**src/rtl/record_fifo_pkg.sv**
```systemverilog
// Shared width helpers for the word-to-record FIFO.
// Widths are derived from the module parameters, so nothing here fixes a size.
package record_fifo_pkg;

   function automatic int unsigned ptr_width(input int unsigned depth,
                                             input int unsigned rec_words);
      return $clog2(depth * rec_words) + 1;
   endfunction

   function automatic int unsigned rec_count_width(input int unsigned depth);
      return $clog2(depth) + 2;
   endfunction

   function automatic int unsigned rec_width(input int unsigned word_size,
                                             input int unsigned rec_words);
      return word_size * rec_words;
   endfunction

endpackage

```
**src/rtl/record_fifo_storage.sv**
```systemverilog
// Word-wide write port, whole-record combinational read at a record-aligned index.
module record_fifo_storage
   import record_fifo_pkg::*;
#(
   parameter int unsigned WordSize    = 8,
   parameter int unsigned RecordWords = 16,
   parameter int unsigned Depth       = 8
) (
   input  logic                                           clk,
   input  logic                                           wr_en,
   input  logic [$clog2(Depth*RecordWords)-1:0]           wr_idx,
   input  logic [WordSize-1:0]                            wr_data,
   input  logic [$clog2(Depth)-1:0]                       rd_rec,
   output logic [rec_width(WordSize, RecordWords)-1:0]    rd_data
);

   localparam int unsigned Words = Depth * RecordWords;
   localparam int unsigned IdxW  = $clog2(Words);
   localparam int unsigned RwLog = $clog2(RecordWords);

   logic [WordSize-1:0] mem_q [Words];

   always_ff @(posedge clk) begin
      if (wr_en) begin
         mem_q[wr_idx] <= wr_data;
      end
   end

   // Word 0 of the record lands in the least significant slice.
   always_comb begin
      rd_data = '0;
      for (int i = 0; i < RecordWords; i++) begin
         logic [IdxW-1:0] idx;
         idx = {rd_rec, RwLog'(i)};
         rd_data[i*WordSize +: WordSize] = mem_q[idx];
      end
   end

endmodule

```
**src/rtl/record_fifo.sv**
```systemverilog
// Packs RecordWords input words into records and presents them through a
// registered valid/ready output stage, with flush, watermark and overflow flags.
module record_fifo
   import record_fifo_pkg::*;
#(
   parameter int unsigned WordSize        = 8,
   parameter int unsigned RecordWords     = 16,
   parameter int unsigned Depth           = 8,
   parameter int unsigned AlmostFullSlack = 1
) (
   input  logic                                        clk,
   input  logic                                        reset,
   input  logic                                        flush,
   input  logic                                        in_valid,
   output logic                                        in_ready,
   input  logic [WordSize-1:0]                         in_data,
   output logic                                        out_valid,
   input  logic                                        out_ready,
   output logic [rec_width(WordSize, RecordWords)-1:0] out_data,
   output logic [ptr_width(Depth, RecordWords)-1:0]    word_count,
   output logic [rec_count_width(Depth)-1:0]           record_count,
   output logic                                        almost_full,
   output logic                                        overflow
);

   localparam int unsigned Words   = Depth * RecordWords;
   localparam int unsigned PtrW    = ptr_width(Depth, RecordWords);
   localparam int unsigned IdxW    = PtrW - 1;
   localparam int unsigned RwLog   = $clog2(RecordWords);
   localparam int unsigned RcW     = rec_count_width(Depth);
   localparam int unsigned RecW    = rec_width(WordSize, RecordWords);
   localparam int unsigned AfLimit = (Depth - AlmostFullSlack) * RecordWords;

   logic [PtrW-1:0] wr_ptr_q, rd_ptr_q;
   logic            out_valid_q;
   logic            overflow_q;
   logic [RecW-1:0] out_data_q;
   logic [RecW-1:0] rd_data;
   logic            wr_en;
   logic            load;

   assign word_count   = wr_ptr_q - rd_ptr_q;
   assign in_ready     = (word_count != PtrW'(Words));
   assign wr_en        = in_valid && in_ready && !flush;
   // Output stage refills whenever it is empty or being drained this cycle.
   assign load         = (word_count >= PtrW'(RecordWords)) && (!out_valid_q || out_ready)
                         && !flush;
   assign almost_full  = (word_count > PtrW'(AfLimit));
   assign record_count = RcW'(word_count >> RwLog) + RcW'(out_valid_q);
   assign out_valid    = out_valid_q;
   assign out_data     = out_data_q;
   assign overflow     = overflow_q;

   always_ff @(posedge clk) begin
      if (reset || flush) begin
         wr_ptr_q    <= '0;
         rd_ptr_q    <= '0;
         out_valid_q <= 1'b0;
         overflow_q  <= 1'b0;
      end else begin
         if (wr_en) begin
            wr_ptr_q <= wr_ptr_q + 1'b1;
         end
         if (load) begin
            rd_ptr_q    <= rd_ptr_q + PtrW'(RecordWords);
            out_valid_q <= 1'b1;
         end else if (out_ready) begin
            out_valid_q <= 1'b0;
         end
         if (in_valid && !in_ready) begin
            overflow_q <= 1'b1;
         end
      end
   end

   // Payload needs no reset: it is only meaningful while out_valid is high.
   always_ff @(posedge clk) begin
      if (load) begin
         out_data_q <= rd_data;
      end
   end

   record_fifo_storage #(
      .WordSize    (WordSize),
      .RecordWords (RecordWords),
      .Depth       (Depth)
   ) u_storage (
      .clk     (clk),
      .wr_en   (wr_en),
      .wr_idx  (wr_ptr_q[IdxW-1:0]),
      .wr_data (in_data),
      .rd_rec  (rd_ptr_q[IdxW-1:RwLog]),
      .rd_data (rd_data)
   );

endmodule

```
**config.mk**
```make
export PLATFORM = sky130hd
export DESIGN_NAME = record_fifo
export DESIGN_NICKNAME = d
export VERILOG_FILES = /design/src/rtl/record_fifo_pkg.sv /design/src/rtl/record_fifo_storage.sv /design/src/rtl/record_fifo.sv
export SDC_FILE = /design/constraint.sdc
export NUM_CORES = 1
export LEC_CHECK = 0
export ABC_AREA = 1
export BUFFER_PORTS_ARGS = -buffer_cell sky130_fd_sc_hd__buf_2
export CAP_MARGIN = 40
export CORE_ASPECT_RATIO = 1.1
export CORE_MARGIN = 2
export CORE_UTILIZATION = 60
export CTS_BUF_LIST = sky130_fd_sc_hd__clkbuf_4
export DETAILED_ROUTE_END_ITERATION = 7
export PLACE_DENSITY = 0.83
export SYNTH_ARGS = -nofsm -noshare
export SYNTH_HDL_FRONTEND = slang
export SYNTH_SLANG_ARGS = --single-unit
```
**constraint.sdc**
```tcl
create_clock -name clk -period 6 [get_ports clk]
set_input_delay 1.2 -clock clk [delete_from_list [all_inputs] [get_ports clk]]
set_output_delay 1.2 -clock clk [all_outputs]
set_load 0.03 [all_outputs]
```
== Yosys cells after proc, flatten, opt, wreduce, memory -nomap -nowiden ==
Memory sizes are Yosys's and may differ from the RTL's. A register that Yosys moved wholly into a read port is not among the register bits.
Index checks and enable logic that the tools add are counted.

* Flip-flop bits (word level): 18
* Latch bits: 0
* RAM bits: 1024
* Bits in read-only memories: 0
* Bits of input ports: 13
* Output and inout port bits: 145
* Logic and storage cells: 27
* Memories kept: 1

{| class="wikitable"
|+ Memories
! name !! depth !! bits a word !! rd ports !! clocked after memory_dff !! wr ports !! RTL line !! RTL
|-
| u_storage.mem_q || 128 || 8 || 16 || 16 || 1 || record_fifo_storage.sv:21 || <nowiki>logic [WordSize-1:0] mem_q [Words];</nowiki>
|}

* $add $sub $neg: 4
* $mul: 0
* Divide/modulo/power cells: 0
* Magnitude comparators: 2
* Equality and inequality tests: 1
* Shifts and indexed selects: 0
* Mux-type cells: 4
* Bitwise operators: 0
* Reductions and logical operators: 11

{| class="wikitable"
|+ Operators by type and width
! kind !! number
|-
| $add 8x1->8 const B || 1
|-
| $add 8x5->8 const B || 1
|-
| $ge 8x5->1 const B || 1
|-
| $gt 8x7->1 const B || 1
|-
| $ne 8x8->1 const B || 1
|-
| $sub 8x8->8 || 1
|-
| $add 4x1->5 || 1
|-
| $logic_and 1x1->1 || 5
|-
| $mux 1 || 4
|-
| $logic_not 1->1 || 3
|-
| $logic_or 1x1->1 || 2
|-
| $reduce_bool 2->1 || 1
|}

== Depth between registers and ports, before layout ==
Gate-level depths: netlist of the first run.

* Depth after elaboration: 6
* Gate-level depth with buffers: 14
* Depth with buffers taken out: 13

== By module ==
Synthesis of the first run repeated with hierarchy kept, for this count alone.

* Cell total of the unflattened synthesis: 4895
* Area, all modules: 50088.0 um2

{| class="wikitable"
|+ By module, submodules not included
! module !! times used !! cells an instance !! area an instance (um2) !! seq. area each (um2)
|-
| record_fifo_storage || 1 || 4614 || 45195.8 || 30749.5
|-
| record_fifo || 1 || 281 || 4892.2 || 4124.0
|}

== Worst setup path before layout of the first run ==
No wires, ideal clock.

* Path type: register -> register
* Start: reg rd_ptr_q[5]
* End: reg out_data_q[0], in the netlist out_data[0], read port of u_storage.mem_q, enable pin
* Setup time: 481 ps
* Data arrival time: 4701 ps
* Data required time: 5519 ps
* Setup slack: 818 ps
* Cell stages (with the launch flop): 12
* Path buffers: 3
* Period minus slack after synthesis: 5182 ps
* Cells stage by stage: dfxtp_1 buf_2 inv_1 buf_2 clkbuf_1 fa_1 nor2_1 nand3_1 inv_1 nand3_1 nand2_1 inv_1

* Longest elaborated chain between the ends: 4

{| class="wikitable"
|+ Ends and longest elaborated chain
! element !! RTL line !! RTL
|-
| start: declaration || record_fifo.sv:34 || <nowiki>logic [PtrW-1:0] wr_ptr_q, rd_ptr_q;</nowiki>
|-
| start signal: assignment || record_fifo.sv:65 || <nowiki>rd_ptr_q <= rd_ptr_q + PtrW'(RecordWords);</nowiki>
|-
| $sub 8x8->8 || record_fifo.sv:42 || <nowiki>assign word_count = wr_ptr_q - rd_ptr_q;</nowiki>
|-
| named net word_count[5] || record_fifo.sv:20 || <nowiki>output logic [ptr_width(Depth, RecordWords)-1:0] word_count,</nowiki>
|-
| $ge 8x5->1 || record_fifo.sv:46 || <nowiki>assign load = (word_count >= PtrW'(RecordWords)) && (!out_valid_q || out_ready)</nowiki>
|-
| $logic_and 1x1->1 || record_fifo.sv:46 ||
|-
| $logic_and 1x1->1 || record_fifo.sv:47 || <nowiki>&& !flush;</nowiki>
|-
| named net load || record_fifo.sv:40 || <nowiki>logic load;</nowiki>
|-
| end: declaration || record_fifo.sv:37 || <nowiki>logic [RecW-1:0] out_data_q;</nowiki>
|}

The timed path passes the listed nets, and every way through them passes these cells.
A chain may end at the register's enable or synchronous reset.

== Worst setup path in the final report of the first run ==
* Start: reg rd_ptr_q[5]
* End: out in_ready

* Longest elaborated chain between the ends: 2

{| class="wikitable"
|+ Ends and longest elaborated chain
! element !! RTL line !! RTL
|-
| $sub 8x8->8 || record_fifo.sv:42 ||
|-
| $ne 8x8->1 || record_fifo.sv:43 || <nowiki>assign in_ready = (word_count != PtrW'(Words));</nowiki>
|-
| end: declaration || record_fifo.sv:15 || <nowiki>output logic in_ready,</nowiki>
|}

Every way passes these cells.

==> results of run 1 <==
==> layout by cell type (no fill, tap or decap), types with 2 or more instances in the layout <==
cell type and instances:
bufinv_16 2, o22ai_1 256, nand4_1 2, clkinv_1 46, inv_6 2, buf_2 150, o21ai_0 496, nand2_1 446
dfxtp_4 3, inv_2 10, ha_1 8, dfxtp_1 11, edfxtp_1 1152, clkinv_2 10, nand2_2 3, xor2_1 7
diode_2 2, nor2_1 661, nor2_4 3, nand3_2 2, o21ai_1 17, nor3_1 2, a21oi_1 11, clkbuf_4 413
nand3_1 18, nand3_4 8, inv_1 19, buf_4 37
==> cell usage after synthesis, types with 2 or more instances <==
library cell  number  area share
a21oi_1           11      0.0012
clkbuf_1         143       0.012
inv_2              5     0.00042
ha_1               8      0.0022
inv_1             22      0.0018
buf_6             13      0.0033
nand2_1          446       0.037
o21ai_0          496       0.055
buf_4              9      0.0015
buf_2             50      0.0056
xor2_1             7      0.0014
dfxtp_1           14      0.0062
o22ai_1          256       0.036
nor3_1             2     0.00022
nand3_2            2     0.00045
nand3_1           18      0.0020
nor2_1           661       0.055
nand2_2            3     0.00042
nor2_4             3     0.00075
nand4_1            2     0.00028
nand3_4            8      0.0031
o21ai_1           17      0.0019
edfxtp_1        1152        0.77
==> stage by stage <==
| step | area (µm²) | total power, mW | setup WS (ps) |
|---|---|---|---|
| after floorplan | 44900 | 11.8 | 818 |
| after global placement | 46200 | 12.7 | 1850 |
| after detailed placement | 46200 | 12.8 | 1770 |
| after CTS | 49600 | 19.0 | 584 |
| after global routing | 49600 | 19.7 | 369 |
| final | 49600 | 18.9 | 558 |
==> power groups by stage <==
stage	sequential (mW)	combinational (mW)	clock, mW
after CTS	9.53	3.11	6.32
after floorplan	10.3	1.53	0
after global placement	9.70	3.02	0
after global routing	9.55	3.37	6.73
final	9.53	3.14	6.24
after detailed placement	9.70	3.08	0
==> path summary, 6_finish.rpt <==
check / from / endpoint / slack, ps / cells past startpoint
max: rd_ptr_q[5] / in_ready / 560 / 7
min: reset / rd_ptr_q[4] / 440 / 4
max reg2reg: rd_ptr_q[5] / out_data[91] / 1590 / 9
min reg2reg: rd_ptr_q[7] / rd_ptr_q[7] / 500 / 2
==> worst max-delay path, cell delays in order, from the launching register on <==
cell,delay [ps]
dfxtp_4,760
inv_6,490
fa_1,770
nor2_1,150
nand3_1,150
nor2_4,130
nand3_4,300
buf_2,350
==> per-layer routing <==
layer	GRT usage	up-vias
li1	-	12920
met1	0.369	13816
met2	0.451	2264
met3	0.0700	388
met4	0.167	0
met5	0	-
==> kinds of logic (layout without fill, tap and decap cells) <==
group           after synthesis  count (layout)  synth area share
buf+inv                     245             693            0.0248
other cells                   0               2                 0
simple gates               1149            1149             0.100
compound gates              781             781            0.0942
flops                      1166            1166             0.776
xor+xnor                      7               7           0.00137
fa+ha+maj                     9               9           0.00267
==> flip-flops by register name (all words and copies together), names as in the netlist <==
name,count
rd_ptr_q,4
out_valid,1
out_data,128
wr_ptr_q,8
u_storage.mem_q,1024
overflow,1
==> final cells by class <==
class                           count  area [µm²]
Sequential cell                  1166       34900
Fill cell                        4839       24700
Multi-Input combinational cell   1946        8930
Clock buffer                      413        3100
Tap cell                          963        1200
Timing Repair Buffer              189        1080
Clock inverter                     62         298
Inverter                           29         134
Antenna cell                        2        5.00
==> results.md, run 1 <==
- The flow ran to the end, and the final reports show no timing, DRC or antenna violations.
- From synthesis to final layout, the design area changed by 10.5%.
- The sum of routed wire length over all layers is 111,000 µm.
- The TritonCTS clock tree is yes.
- The Yosys step of the flow raised 0 warnings.
- Buffers added to address setup during post-CTS repair amount to 0.
- The topmost layer with routed signal wires is met4.
- Before antenna repair, the detailed router went through 7 iterations.
- On the final layout, the worst hold slack is 444 ps.
- The via count of the first global-routing pass is 28,948.
- The worst voltage drop across the vdd grid is 0.230 mV.
- The detailed-routed wire length on met2 is 52,400 µm.
- The clock insertion delay at the later pin of the skew report is 1150 ps.
- The number of unique standard cell types used by synthesis is 32.
- For the worst setup path, the data arrival time is 4240 ps.
- In this run, post-CTS repair resized a total of 0 instances.
- The wire length on met3 is 12,800 µm.
- The worst setup path is of the reg -> out kind.
- For this design the static power due to leakage is 17.2 nW.
- Of the total power, the clock network draws 0.330.
- For this run, the total global-route usage over all layers was measured as 0.287.
- In this run the power density over the cells is 381 nW/µm².
- Summed over all nets, the half-perimeter wirelength after detailed placement is 62,700 µm.
- The share of total power in combinational logic is 0.166.
- In the final design database the tool counted 3,645 nets.
- The number of synthesized flops with an enable pin is 1,152.
- The first global-routing pass estimated 166,000 µm of wire.
- The detailed router finished its first iteration with 4,495 violations.
- The worst relative slew slack is 0.260.
- CTS saw 1,166 sinks.
- Counting the buffers created by CTS gives 291.
- The portion of the clock cycle consumed by the worst path in the final layout is 0.907.
- The initial core utilization is 0.604.
- Row generation in the floorplan step produced 105 rows.
- The upper clock frequency limit is 184 MHz.
- Across the run, the number of max-cap violations was 0.
- The final-report setup violation count is 0.
- Summing over every cut layer, the via total after detailed routing is 29,388.
- For this run the aggregate overflow at the end of global routing stands at 0.
- The share of total power dissipated in sequential elements is 0.504.
- The net count after synthesis is 3,379.
- The clock input transition at the sequential cells of the worst setup and hold paths is 70 ps.
- The area of the core is 74,400 µm².
- The number of synthesized register bits is 1,166.
- After detailed routing, the number of remaining DRC violations is 0.
- The number of instances in the synthesized netlist is 3,357.
- Setup repair after global routing left no endpoint under its margin.
- The hold-fix buffer count after cts is 0.
- The main flop type after synthesis is edfxtp_1.
- Clock skew on the completed layout was measured at 111 ps.
- The internal power component is 13.4 mW.
- The async set or reset register ratio after synthesis is 0.
- The remaining antenna violation count is 0.
- STA classifies the critical path startpoint as a flip-flop.
- Once placement completed, the tool counted placed cells totaling 4,293.
- The final-report hold violation count is 0.
- The clock tree buffer depth is 4.
- The H-tree depth is 5.
- The floorplan step defined a die boundary enclosing 77,100 µm².
- In this run the mean area of a mapped cell was 13.4 µm².
- The setup TNS is 0 ps.
- The analysis attributes to net switching a power of 5.54 mW.
- The share of cells above drive strength 1 is 0.171.
- The worst setup path is captured at an output pin.
- The die is 265 µm wide.
- At the end of routability-driven placement, the weighted congestion stood at 0.878.
- The share of total power consumed by net switching is 0.293.
- The clock tree root driver cell is clkbuf_4.
- Dividing the detail-routed via count by the number of cells gives 6.16.
- Entering global routing, the biggest net connects 289 pins.
- At the end of the flow the core is filled with cells to 0.667.
- After synthesis the cells add up to 44,900 µm².
- The endpoint required time on the critical path is 4800 ps.
- In this run the count of I/O pins placed on the die edge is 158.
- In this run the worst hold path is classified as in -> reg.
- The share of the Yosys chip area taken by registers is 0.776.
- The clock period minus final worst setup slack is 5440 ps.
- After detailed routing, the wire length on met1 is 39,800 µm.
- The actual transition at the worst max-transition pin is 1110 ps.
- In the final routed layout, each cell accounts on average for 23.2 µm.
- The final count of pins violating max slew is 0.
- Excluding fillers, the count of instances in the completed layout stands at 4,770.
- The number of antenna violations at the first check in global routing is 4.
- The vertical die dimension is 291 µm.
- In this run the worst path has a maximum fanout of 147.
- The count of buffers added on input and output ports is 157.
Power figures use the tool's default switching activity.
==> run 2, diff against run 1 <==
--- a/config.mk
+++ b/config.mk
@@ -13,7 +13,8 @@
 export CORE_UTILIZATION = 60
 export CTS_BUF_LIST = sky130_fd_sc_hd__clkbuf_4
 export DETAILED_ROUTE_END_ITERATION = 7
-export PLACE_DENSITY = 0.83
+export PLACE_DENSITY = 0.82
 export SYNTH_ARGS = -nofsm -noshare
 export SYNTH_HDL_FRONTEND = slang
+export SYNTH_HIERARCHICAL = 1
 export SYNTH_SLANG_ARGS = --single-unit
==> results.md, run 2 <==
- STA puts the critical path data arrival time at 3590 ps.
- Averaged over all synthesized cells, the footprint is 10.2 µm².
- The H-tree generated during clock tree synthesis spans 5 levels.
- The xor and xnor fraction of the mapped netlist area is 0.00140.
- Leaving out fill and tap cells, the most frequent cells in the layout are nand2_1, edfxtp_1, inv_1, nand3_1, clkbuf_4.
- The flow ran to the end, and the final reports show no timing, DRC or antenna violations.
- For this run, the total global-route usage over all layers was measured as 0.283.
- The number of unique standard cell types used by synthesis is 26.
- In this run the remaining antenna-violating nets after routing total 0.
- Traced cell by cell, the critical path runs through ha_1 -> inv_1 -> fa_1 -> nor2_1 -> nand3_2 -> nor2_2 -> nand3_2 -> buf_2.
- The final weighted congestion in routability-driven placement is 0.886.
- The largest family of logic cells by synthesized area is simple AND/OR/NAND/NOR gates.
- The cell repeated most along the worst path is nand3_2.
- STA puts the critical path data required time at 4800 ps.
- The detail-routed net length per standard cell is 18.7 µm.
- The register with the most flip-flops in the layout has 1,024 of them.
- Of all flip-flops after synthesis, the portion carrying an async set or reset was 0.
- The register containing the most flip-flops in the final layout is u_storage/mem_q.
- The count of nets after finishing is 5,205.
- The fraction of the yosys area taken by sequential cells is 0.696.
- The routed layout has 34,531 vias.
- The pre-antenna-repair detailed-routing pass consisted of 7 iterations.
- The clock input transition at the sequential cells of the worst setup and hold paths is 70 ps.
- The number of antenna violations at the first check in global routing is 5.
- The internal reg-to-reg setup slack is 1500 ps.
- The path class of the lowest-slack min-delay path is in -> reg.
- For the pin with the worst max-slew slack, the measured transition is 1020 ps.
- The cell count of the worst reg-to-reg path is 11.
- The worst hold path terminates at out_valid.
- The max-capacitance violation count is 0.
- In the final layout, the share of cells above drive strength 1 is 0.121.
- The largest fanout on the critical path is 52.
- The largest single stage delay on the critical path is 770 ps.
- The end of the worst register-to-register path is u_storage/mem_q[104][6].
- Of the total synthesized cell area, the portion taken by AND, OR, NAND and NOR gates is 0.197.
- The leftover overflow at the end of global routing is 0.
- The die is 307 µm tall.
- The worst hold path begins at out_ready.
- The worst pin sits at a relative slew slack of 0.322.
- The setup TNS is 0 ps.
- Counting flops with a built-in enable in the synthesized netlist gives 1,152.
- Among all stages on the critical path, the largest delay is contributed by dfxtp_4.
- The width of the die is 279 µm.
- After synthesis, the share of cell area in mux cells is 0.
- After technology mapping, the gate count stands at 4,895.
- The most common library cell in the layout ignoring fill and taps is nand2_1.
- The number of buffers inserted to repair setup after CTS is 0.
- Counting flops and latches in the post-synthesis netlist gives 1,166.
- The cell with the most instances after synthesis is nand2_1.
- The first-pass GRT wire length is 184,000 µm.
- The launching point of the worst reg2reg path is rd_ptr_q[4].
- The half-perimeter wire length of the detailed placement result is 71,400 µm.
- Of the post-synthesis cell area, the dominant cell type holds 0.691.
- The static leakage power is 24.8 nW.
- The upper clock frequency limit is 209 MHz.
- The net count after synthesis is 4,917.
- The count of clock tree sinks is 1,166.
- The die covers 85,800 µm².
- The setup path with the least slack is of type reg -> out.
- Dividing total power by cell area gives a power density of 345 nW/µm².
- For this run, design rule violations remaining after detail routing come to 0.
- After layout, the minimum clock period comes to 4790 ps.
- The type of element launching the critical path is a flip-flop.
- The worst clock skew is 61.2 ps.
- The final count of pins violating max slew is 0.
- The endpoint kind of the worst setup timing path is an output pin.
- The clock insertion delay at the later pin of the skew report is 1150 ps.
- The number of buffer cells added on primary ports is 157.
- Entering global routing, the biggest net connects 249 pins.
- Buffers inserted during clock tree synthesis total 294.
- The core region is 83,100 µm².
- Among all flip-flop cells after synthesis, the most frequent one is edfxtp_1.
- Setup violations remaining at the end of the flow were counted as 0.
- The worst voltage drop across the vdd grid is 0.364 mV.
- The clock tree buffer depth is 4.
- The via count of the first global-routing pass is 33,829.
- The total of warnings raised by yosys is 6.
- The area growth from synthesis to layout is 10.2%.
- The commonest cells after synthesis are nand2_1, edfxtp_1, inv_1, nand3_1, buf_2.
- The count of instances resized after the clock tree is built is 0.
- Summing internal, switching and leakage power gives 19.0 mW.
- The floorplan has 111 rows.
- The number of cells on the worst hold path is 6.
- The initial core utilization is 0.603.
- The synthesized-area fraction occupied by ao, oa, aoi and oai cells is 0.00132.
- Setup repair after global routing left no endpoint under its margin.
- The tree is rooted in a clkbuf_4.
- The number of hold buffers added after CTS was 0.
- The dominant cell type by area after synthesis is edfxtp_1.
- The average via count per standard cell is 5.35.
- The count of boundary I/O pins is 158.
- The TritonCTS clock tree is yes.
- By area the synthesized netlist is led by edfxtp_1, nand2_1, inv_1.
- Of the total synthesized cell area, the portion taken by full adders, half adders and majority gates is 0.00240.
- The cell area after technology mapping is 50,100 µm².
- The final-report hold violation count is 0.
- After detailed routing, the total wire length is 121,000 µm.
- The portion of the clock cycle consumed by the worst path in the final layout is 0.798.
- The first-iteration detailed-routing DRC count is 4,102.
==> run 2: final cells by class <==
cell class	instances	area, µm²
diodes	5	12.5
clock buffers	394	2960
clock inverters	96	460
fillers	5910	27900
inverters	1058	4000
multi-input cells	2456	10100
flip-flops and latches	1166	34900
well taps	1073	1340
repair buffers	207	1400
==> run 2: report_power, final <==
part	switching, mW	internal, mW	leakage (nW)
combinational	2.50	0.782	12.3
clock	3.04	3.18	2.06
sequential	0.118	9.41	10.5
total	5.66	13.4	24.8
==> run 2: worst max-delay path by stage <==
stage | start | end | slack [ps] | cells after the start
after CTS | rd_ptr_q[4] | in_ready | 1090 | 8
after floorplan | wr_ptr_q[4] | out_data[0] | 2430 | 10
final | rd_ptr_q[4] | in_ready | 1210 | 8
after global routing | rd_ptr_q[4] | in_ready | 970 | 8
after global placement | rd_ptr_q[4] | u_storage/mem_q[119][5] | 1640 | 11
after detailed placement | rd_ptr_q[4] | u_storage/mem_q[24][6] | 1650 | 11
==> run 2: through the flow <==
stage	setup slack, ps	util	std cells	hold WS, ps	cell area (µm²)
floorplan	2430	-	4895	467	50100
global placement	1640	0.620	5949	456	51500
detailed placement	1650	0.623	5959	453	51700
CTS	1090	0.664	6449	304	55100
global route	973	0.664	6454	393	55200
finish	1210	0.664	6455	445	55200
==> run 2: cell families after synthesis <==
logic type / count (synthesis)
compound gates: 12
xor+xnor: 8
flops: 1166
simple gates: 2427
fa+ha+maj: 9
buf+inv: 1273
==> run 2: critical path: cells and delay by family (launching register included) <==
| family | cells | cell delay (ps) |
|---|---|---|
| and+or+nand+nor | 4 | 580 |
| DFF | 1 | 770 |
| adders and majority gates | 2 | 770 |
| buffers and inverters | 2 | 350 |
==> run 2: per-layer routing <==
metal / share of wire / up-vias / GRT usage
met1: 0.37 / 15916 / 0.353
met4: 0.042 / 6 / 0.141
met3: 0.11 / 356 / 0.0625
li1: - / 16078 / -
met5: 0.00029 / - / 0
met2: 0.48 / 2175 / 0.468
